$ cat src/rtl/constraint_sampler_pkg.sv
// Shared types and constants for the constraint sample generator:
// FSM state encoding, LFSR geometry and the fill-beat count helper.
package constraint_sampler_pkg;

    localparam int LFSR_W = 64;
    localparam logic [LFSR_W-1:0] LFSR_TAPS = 64'hD800_0000_0000_0000;

    typedef enum logic [2:0] {
        IDLE,
        FILL,
        WAIT,
        EVAL,
        EMIT
    } state_e;

    // Number of LFSR words needed to cover one candidate vector.
    function automatic int calc_nb(input int vec_w);
        return (vec_w + LFSR_W - 1) / LFSR_W;
    endfunction

endpackage

$ cat src/rtl/constraint_sample_gen_if.sv
// Accepted-sample stream: valid/ready handshake carrying one candidate vector.
interface constraint_sample_gen_if #(
    parameter int VEC_W = 551
);
    logic             valid;
    logic             ready;
    logic [VEC_W-1:0] data;

    modport master (output valid, output data, input ready);
    modport slave  (input valid, input data, output ready);
endinterface

$ cat src/rtl/lfsr64_galois.sv
// 64-bit right-shifting Galois LFSR, x^64+x^63+x^61+x^60+1.
// A zero seed is replaced by 1 so the register never locks up.
module lfsr64_galois
    import constraint_sampler_pkg::*;
(
    input  logic              clk,
    input  logic              rst_n,
    input  logic              step,
    input  logic              load,
    input  logic [LFSR_W-1:0] seed,
    output logic [LFSR_W-1:0] q
);

    logic [LFSR_W-1:0] q_q, q_d;

    always_comb begin
        // NOTE: default first, so every path assigns q_d and no latch is inferred.
        q_d = q_q;
        if (load) begin
            q_d = (seed == '0) ? LFSR_W'(1) : seed;
        end else if (step) begin
            q_d = (q_q >> 1) ^ (q_q[0] ? LFSR_TAPS : '0);
        end
    end

    // NOTE: non-blocking assignments only in clocked blocks, so all flops update together.
    always_ff @(posedge clk or negedge rst_n) begin
        if (!rst_n) begin
            q_q <= LFSR_W'(1);
        end else begin
            q_q <= q_d;
        end
    end

    assign q = q_q;

endmodule

$ cat src/rtl/constraint_sample_gen.sv
// Drives a combinational constraint checker with LFSR-built candidates and
// streams the accepted ones out, bounded by a per-sample attempt budget.
module constraint_sample_gen
    import constraint_sampler_pkg::*;
#(
    parameter int VEC_W     = 551,
    parameter int CHK_LAT   = 0,
    parameter int MAX_TRIES = 65536
) (
    input  logic                     clk,
    input  logic                     rst_n,
    input  logic                     start_i,
    input  logic [15:0]              num_samples_i,
    input  logic                     seed_load_i,
    input  logic [LFSR_W-1:0]        seed_i,
    output logic [VEC_W-1:0]         cand_o,
    input  logic                     sat_i,
    constraint_sample_gen_if.master  smp,
    output logic                     busy_o,
    output logic                     done_o,
    output logic                     fail_o,
    output logic [31:0]              attempts_o,
    output logic [15:0]              accepted_o
);

    localparam int NB     = calc_nb(VEC_W);
    localparam int BEAT_W = (NB > 1) ? $clog2(NB) : 1;
    localparam int LAT_W  = 3;

    state_e            state_q, state_d;
    logic [BEAT_W-1:0] beat_q, beat_d;
    logic [LAT_W-1:0]  lat_q, lat_d;
    logic [15:0]       target_q, target_d;
    logic [31:0]       tries_q, tries_d;
    logic [31:0]       attempts_q, attempts_d;
    logic [15:0]       accepted_q, accepted_d;
    logic [VEC_W-1:0]  cand_q, cand_d;
    logic [VEC_W-1:0]  data_q, data_d;
    logic              valid_q, valid_d;
    logic              done_q, done_d;
    logic              fail_q, fail_d;
    logic [VEC_W-1:0]  cand_shift;
    logic              lfsr_step, lfsr_load;
    logic [LFSR_W-1:0] lfsr_q;

    lfsr64_galois u_lfsr (
        .clk   (clk),
        .rst_n (rst_n),
        .step  (lfsr_step),
        .load  (lfsr_load),
        .seed  (seed_i),
        .q     (lfsr_q)
    );

    // Each fill beat shifts the current LFSR word in at the LSB end.
    generate
        if (VEC_W > LFSR_W) begin : g_wide
            assign cand_shift = {cand_q[VEC_W-LFSR_W-1:0], lfsr_q};
        end else begin : g_narrow
            assign cand_shift = lfsr_q[VEC_W-1:0];
        end
    endgenerate

    always_comb begin
        state_d    = state_q;
        beat_d     = beat_q;
        lat_d      = lat_q;
        target_d   = target_q;
        tries_d    = tries_q;
        attempts_d = attempts_q;
        accepted_d = accepted_q;
        cand_d     = cand_q;
        data_d     = data_q;
        valid_d    = valid_q;
        done_d     = 1'b0;
        fail_d     = fail_q;
        lfsr_step  = 1'b0;
        lfsr_load  = 1'b0;

        unique case (state_q)
            IDLE: begin
                // Seed load lands on the same edge as start, so the fill sees the new seed.
                lfsr_load = seed_load_i;
                if (start_i) begin
                    target_d   = num_samples_i;
                    attempts_d = '0;
                    accepted_d = '0;
                    fail_d     = 1'b0;
                    tries_d    = '0;
                    beat_d     = '0;
                    if (num_samples_i == '0) begin
                        done_d = 1'b1;
                    end else begin
                        state_d = FILL;
                    end
                end
            end
            FILL: begin
                lfsr_step = 1'b1;
                cand_d    = cand_shift;
                beat_d    = beat_q + BEAT_W'(1);
                if (beat_q == BEAT_W'(NB - 1)) begin
                    beat_d  = '0;
                    lat_d   = '0;
                    state_d = (CHK_LAT == 0) ? EVAL : WAIT;
                end
            end
            WAIT: begin
                lat_d = lat_q + LAT_W'(1);
                if (lat_q == LAT_W'(CHK_LAT - 1)) begin
                    state_d = EVAL;
                end
            end
            EVAL: begin
                if (attempts_q != '1) begin
                    attempts_d = attempts_q + 32'd1;
                end
                tries_d = tries_q + 32'd1;
                if (sat_i) begin
                    data_d  = cand_q;
                    valid_d = 1'b1;
                    tries_d = '0;
                    state_d = EMIT;
                end else if (tries_d == 32'(MAX_TRIES)) begin
                    fail_d  = 1'b1;
                    done_d  = 1'b1;
                    state_d = IDLE;
                end else begin
                    state_d = FILL;
                end
            end
            EMIT: begin
                if (smp.ready) begin
                    valid_d    = 1'b0;
                    accepted_d = accepted_q + 16'd1;
                    if (accepted_d == target_q) begin
                        done_d  = 1'b1;
                        state_d = IDLE;
                    end else begin
                        state_d = FILL;
                    end
                end
            end
            default: state_d = IDLE;
        endcase
    end

    always_ff @(posedge clk or negedge rst_n) begin
        if (!rst_n) begin
            state_q    <= IDLE;
            beat_q     <= '0;
            lat_q      <= '0;
            target_q   <= '0;
            tries_q    <= '0;
            attempts_q <= '0;
            accepted_q <= '0;
            cand_q     <= '0;
            data_q     <= '0;
            valid_q    <= 1'b0;
            done_q     <= 1'b0;
            fail_q     <= 1'b0;
        end else begin
            state_q    <= state_d;
            beat_q     <= beat_d;
            lat_q      <= lat_d;
            target_q   <= target_d;
            tries_q    <= tries_d;
            attempts_q <= attempts_d;
            accepted_q <= accepted_d;
            cand_q     <= cand_d;
            data_q     <= data_d;
            valid_q    <= valid_d;
            done_q     <= done_d;
            fail_q     <= fail_d;
        end
    end

    assign cand_o     = cand_q;
    assign smp.valid  = valid_q;
    assign smp.data   = data_q;
    assign busy_o     = (state_q != IDLE);
    assign done_o     = done_q;
    assign fail_o     = fail_q;
    assign attempts_o = attempts_q;
    assign accepted_o = accepted_q;

endmodule

$ cat src/flat_wrapper.sv
// flat-port wrapper written by rule: the top's interface ports become plain ports
module constraint_sample_gen_flat import constraint_sampler_pkg::*;
#(
    parameter int VEC_W     = 551,
    parameter int CHK_LAT   = 0,
    parameter int MAX_TRIES = 65536
)
  (clk, rst_n, start_i, num_samples_i, seed_load_i, seed_i, cand_o, sat_i, busy_o, done_o, fail_o, attempts_o, accepted_o, smp_valid, smp_data, smp_ready);
  constraint_sample_gen_if #(.VEC_W(VEC_W)) smp_i ();
  input  logic clk;
  input  logic rst_n;
  input  logic start_i;
  input  logic [15:0] num_samples_i;
  input  logic seed_load_i;
  input  logic [LFSR_W-1:0] seed_i;
  output logic [VEC_W-1:0] cand_o;
  input  logic sat_i;
  output logic busy_o;
  output logic done_o;
  output logic fail_o;
  output logic [31:0] attempts_o;
  output logic [15:0] accepted_o;
  output wire logic [$bits(smp_i.valid)-1:0] smp_valid;
  output wire logic [$bits(smp_i.data)-1:0] smp_data;
  input wire logic [$bits(smp_i.ready)-1:0] smp_ready;
  assign smp_valid = smp_i.valid;
  assign smp_data = smp_i.data;
  assign smp_i.ready = smp_ready;
  constraint_sample_gen #(.VEC_W(VEC_W), .CHK_LAT(CHK_LAT), .MAX_TRIES(MAX_TRIES)) u_core (.clk(clk), .rst_n(rst_n), .start_i(start_i), .num_samples_i(num_samples_i), .seed_load_i(seed_load_i), .seed_i(seed_i), .cand_o(cand_o), .sat_i(sat_i), .smp(smp_i), .busy_o(busy_o), .done_o(done_o), .fail_o(fail_o), .attempts_o(attempts_o), .accepted_o(accepted_o));
endmodule
$ cat config.mk
export PLATFORM = sky130hd
export DESIGN_NAME = constraint_sample_gen_flat
export DESIGN_NICKNAME = d
export VERILOG_FILES = /design/src/rtl/constraint_sampler_pkg.sv /design/src/rtl/constraint_sample_gen_if.sv /design/src/rtl/lfsr64_galois.sv /design/src/rtl/constraint_sample_gen.sv /design/src/flat_wrapper.sv
export SDC_FILE = /design/constraint.sdc
export NUM_CORES = 2
export LEC_CHECK = 0
export BUFFER_PORTS_ARGS = -buffer_cell sky130_fd_sc_hd__buf_4
export CAP_MARGIN = 20
export CORE_AREA = 2 2 489 491
export DETAILED_ROUTE_END_ITERATION = 8
export DIE_AREA = 0 0 491 493
export HOLD_SLACK_MARGIN = 0.08
export PLACE_DENSITY = 0.46
export SLEW_MARGIN = 20
export SYNTH_ARGS = -nofsm -noshare
export SYNTH_HDL_FRONTEND = slang
export SYNTH_HIERARCHICAL = 1
export SYNTH_SLANG_ARGS = --single-unit
$ cat constraint.sdc
create_clock -name clk -period 4.3 [get_ports clk]
set_clock_uncertainty 0.15 [all_clocks]
set_input_delay 0.43 -clock clk [delete_from_list [all_inputs] [get_ports clk]]
set_output_delay 0.43 -clock clk [all_outputs]
set_load 0.005 [all_outputs]
==> flow_summary.ini <==
[finish]
nFillCells = 24860
post_route_cells_drive_above_1_share_pct = 35.97
nets = 5951
syn_to_final_growth_pct = 38.29
postLayoutCoreUtil_pct = 29.44
final_cells = 9160

[global_routing]
antenna_found_initial = 10
grt_use_total_pct = 18.24
grt_pass1_wl_mm = 318.0
grt_pass1_vias = 39140
grt_max_degree = 198
global_route.overflow_total = 0

[floorplan]
placementRows = 179
die-width_um = 491
initial_core_util_pct = 21.29
die_y_um = 493
core_area_mm2 = 0.2370
die-area_mm2 = 0.2421
pin_count = 1240

[synth]
syn_area_per_cell_um2 = 11.08
synth_area_mm2 = 0.05044
ys.flop_type = dfrtp_1
synth.yosys.seq_area_share_pct = 63.26
synth_top_cell_by_area = dfrtp_1
synth.most_common_cell = nand2_1
yosysWarnings = 6
synth_cell_type_count = 74
netlist_top_cells_area = dfrtp_1 63%, nand2_1 13%, mux2_2 13%, o21ai_0 1.4%, clkbuf_1 1.4%
synth_seq_cells = 1275
synth_top_area_share_pct = 63.21
synthArstFlopShare_pct = 100.0
ys_top_cells_by_count = 1797 x nand2_1, 1274 x dfrtp_1, 567 x mux2_2, 194 x clkbuf_1, 146 x o21ai_0
syn_nets = 4646
synth_edf_count = 0
syn_inst = 4552

[placed_design]
dp_slack_ns = 0.9754
dpl.hpwl_mm = 172.8
place_inst = 8777
globalplace.congestion = 0.8880
io_buffers = 1239

[clock_tree]
insertion_delay_ns = 0.80
root_buffer = clkbuf_16
clk_path_buf_depth = 3
clock-sinks = 1275
postCtsSetupBuffers = 0
htreeDepth = 4
cts_made_buffers = 155
cts_resized = 0
cts_tree = done
clk_pin_slew_ns = 0.06

[power]
powerDensity_mw_per_mm2 = 746.1
peakVddDrop_mv = 0.5047
p_leak_nw = 36.41

[worst_setup_path]
critPathMaxStageDelay_ns = 0.59
required_ns = 4.80
r2r_slack_ns = 0.63
cp_max_fo = 91
start_kind = register
path_cells = nor2b_1 -> nand2_4 -> inv_8 -> buf_12 -> mux2i_1 -> o21ai_0 -> dlygate4sd3_1
r2r_cells = 7
end_kind = register
slowest_stage = inv_8
worstPathArrival_ns = 4.18
critPathKind = register to register

[timing]
setup_ws_ns = 0.6251
setup_viol = 0
slew_viol_final = 0
hold_viol_final = 0
setup_tns_ns = 0
period_needed_ns = 3.675
worst_pin_slew_ns = 1.188
clock.fmax_mhz = 272.1
rsz0062_at_grt = false
slew_headroom_pct = 20.81
period_share_pct = 85.46

[drt]
drt_iter0_markers = 3106
ant_nets = 0
viasPerCell = 4.305
drt_wl_total_mm = 228.9
drtPass1Iterations = 5
drc = 0
num_vias = 39440
wl_per_cell_um = 24.99

[status]
outcome = finished clean

[run]
maxCapViolCount = 0

[hold_path]
min_path_type = primary input to async pin
==> where the power goes <==
group	internal, W	switching [W]
combinational	0.00769	0.00901
clock	0.00787	0.00568
sequential	0.0161	0.00573
total	0.0316	0.0204
==> per-layer routing <==
layer | global-route usage [%] | vias up | share of wire [%]
li1 | - | 17680 | -
met1 | 24.31 | 20030 | 44
met2 | 27.37 | 1440 | 43
met3 | 6.057 | 283 | 8.2
met4 | 6.796 | 2 | 4.0
met5 | 0 | - | 0.0035
==> sequential cells by signal, summed over array words and instances (netlist names) <==
name / count
u_core/done_o: 1
u_core/attempts_o: 32
u_core/smp.data: 551
u_core/target_q: 16
u_core/u_lfsr/q: 64
u_core/tries_q: 32
u_core/lat_q: 3
u_core/accepted_o: 16
u_core/beat_q: 4
u_core/fail_o: 1
u_core/smp.valid: 1
u_core/state_q: 3
u_core/cand_o: 551
==> placed cells by master, fill, tap and decap left out, types with 5 or more instances in the layout <==
cell,instances
clkinvlp_4,7
nor2_1,64
nor4_1,21
nor3_1,14
clkinv_2,25
inv_1,17
inv_6,5
nand3_1,40
or3_1,22
nand2_1,1796
dfrtp_1,1274
mux2i_1,63
dlygate4sd3_1,89
xnor2_1,33
or4_1,5
xor2_1,18
a31oi_1,8
a21oi_1,39
bufinv_16,9
mux2_2,567
o31ai_1,17
buf_4,1281
o21ai_0,146
and2_1,10
clkbuf_8,31
clkinv_16,8
o211ai_1,5
and4_1,13
nand4_1,28
ha_1,8
diode_2,7
clkbuf_1,39
clkbuf_16,156
and3_1,17
nor2b_1,5
buf_12,24
==> logic make-up after synthesis <==
logic type                 count (synthesis)  synth area share [%]
buffers and inverters                    266                 2.230
muxes                                    632                 13.96
and+or+nand+nor                         2069                 16.58
AOI/OAI and AO/OA                        251                 2.890
DFF                                     1275                 63.26
adders and majority gates                  8                0.1985
xor gates and xnor gates                  51                0.8856
==> worst max-delay path: cells and delay by family, from the launching register on <==
family          cells  cell delay [ns]
compound gates      1             0.09
buf+inv             3             1.61
flops               1             0.56
mux                 1             0.22
simple gates        2             0.63
==> area by class of cell <==
cell class	instances	area, um2	area share, %
tap	3167	3963	5.681
sequential	1275	31910	45.74
multi-input combinational	3011	17460	25.04
clock inverter	60	829.5	1.189
inverter	19	78.83	0.1130
timing repair buffer	1395	11020	15.79
antenna	7	17.52	0.02511
clock buffer	226	4477	6.418
==> repair_timing <==
| item | 4_1_cts | 5_1_grt |
|---|---|---|
| hold endpoints to repair | 227 | 0 |
| hold buffers | 89 | 0 |
| setup endpoints to repair | 0 | 0 |
==> worst paths after layout <==
check | from | end
max | u_core/state_q[0] | u_core/u_lfsr/q[19]
min | rst_n | u_core/accepted_o[8]
max reg2reg | u_core/state_q[0] | u_core/u_lfsr/q[19]
min reg2reg | u_core/u_lfsr/q[26] | u_core/cand_o[26]
max in group asynchronous | rst_n | u_core/smp.data[94]
min in group clk | seed_i[58] | u_core/u_lfsr/q[58]
==> through the flow <==
step	hold slack (ns)	cell area (um2)	total power, W
floorplan	-0.01559	50440	0.02597
global placement	0.3260	63530	0.03870
detailed placement	0.3336	63530	0.03899
CTS	0.1612	69730	0.05293
global route	0.1910	69740	0.05504
finish	0.1998	69750	0.05204
Note: power is estimated with default switching activity, not from simulation.
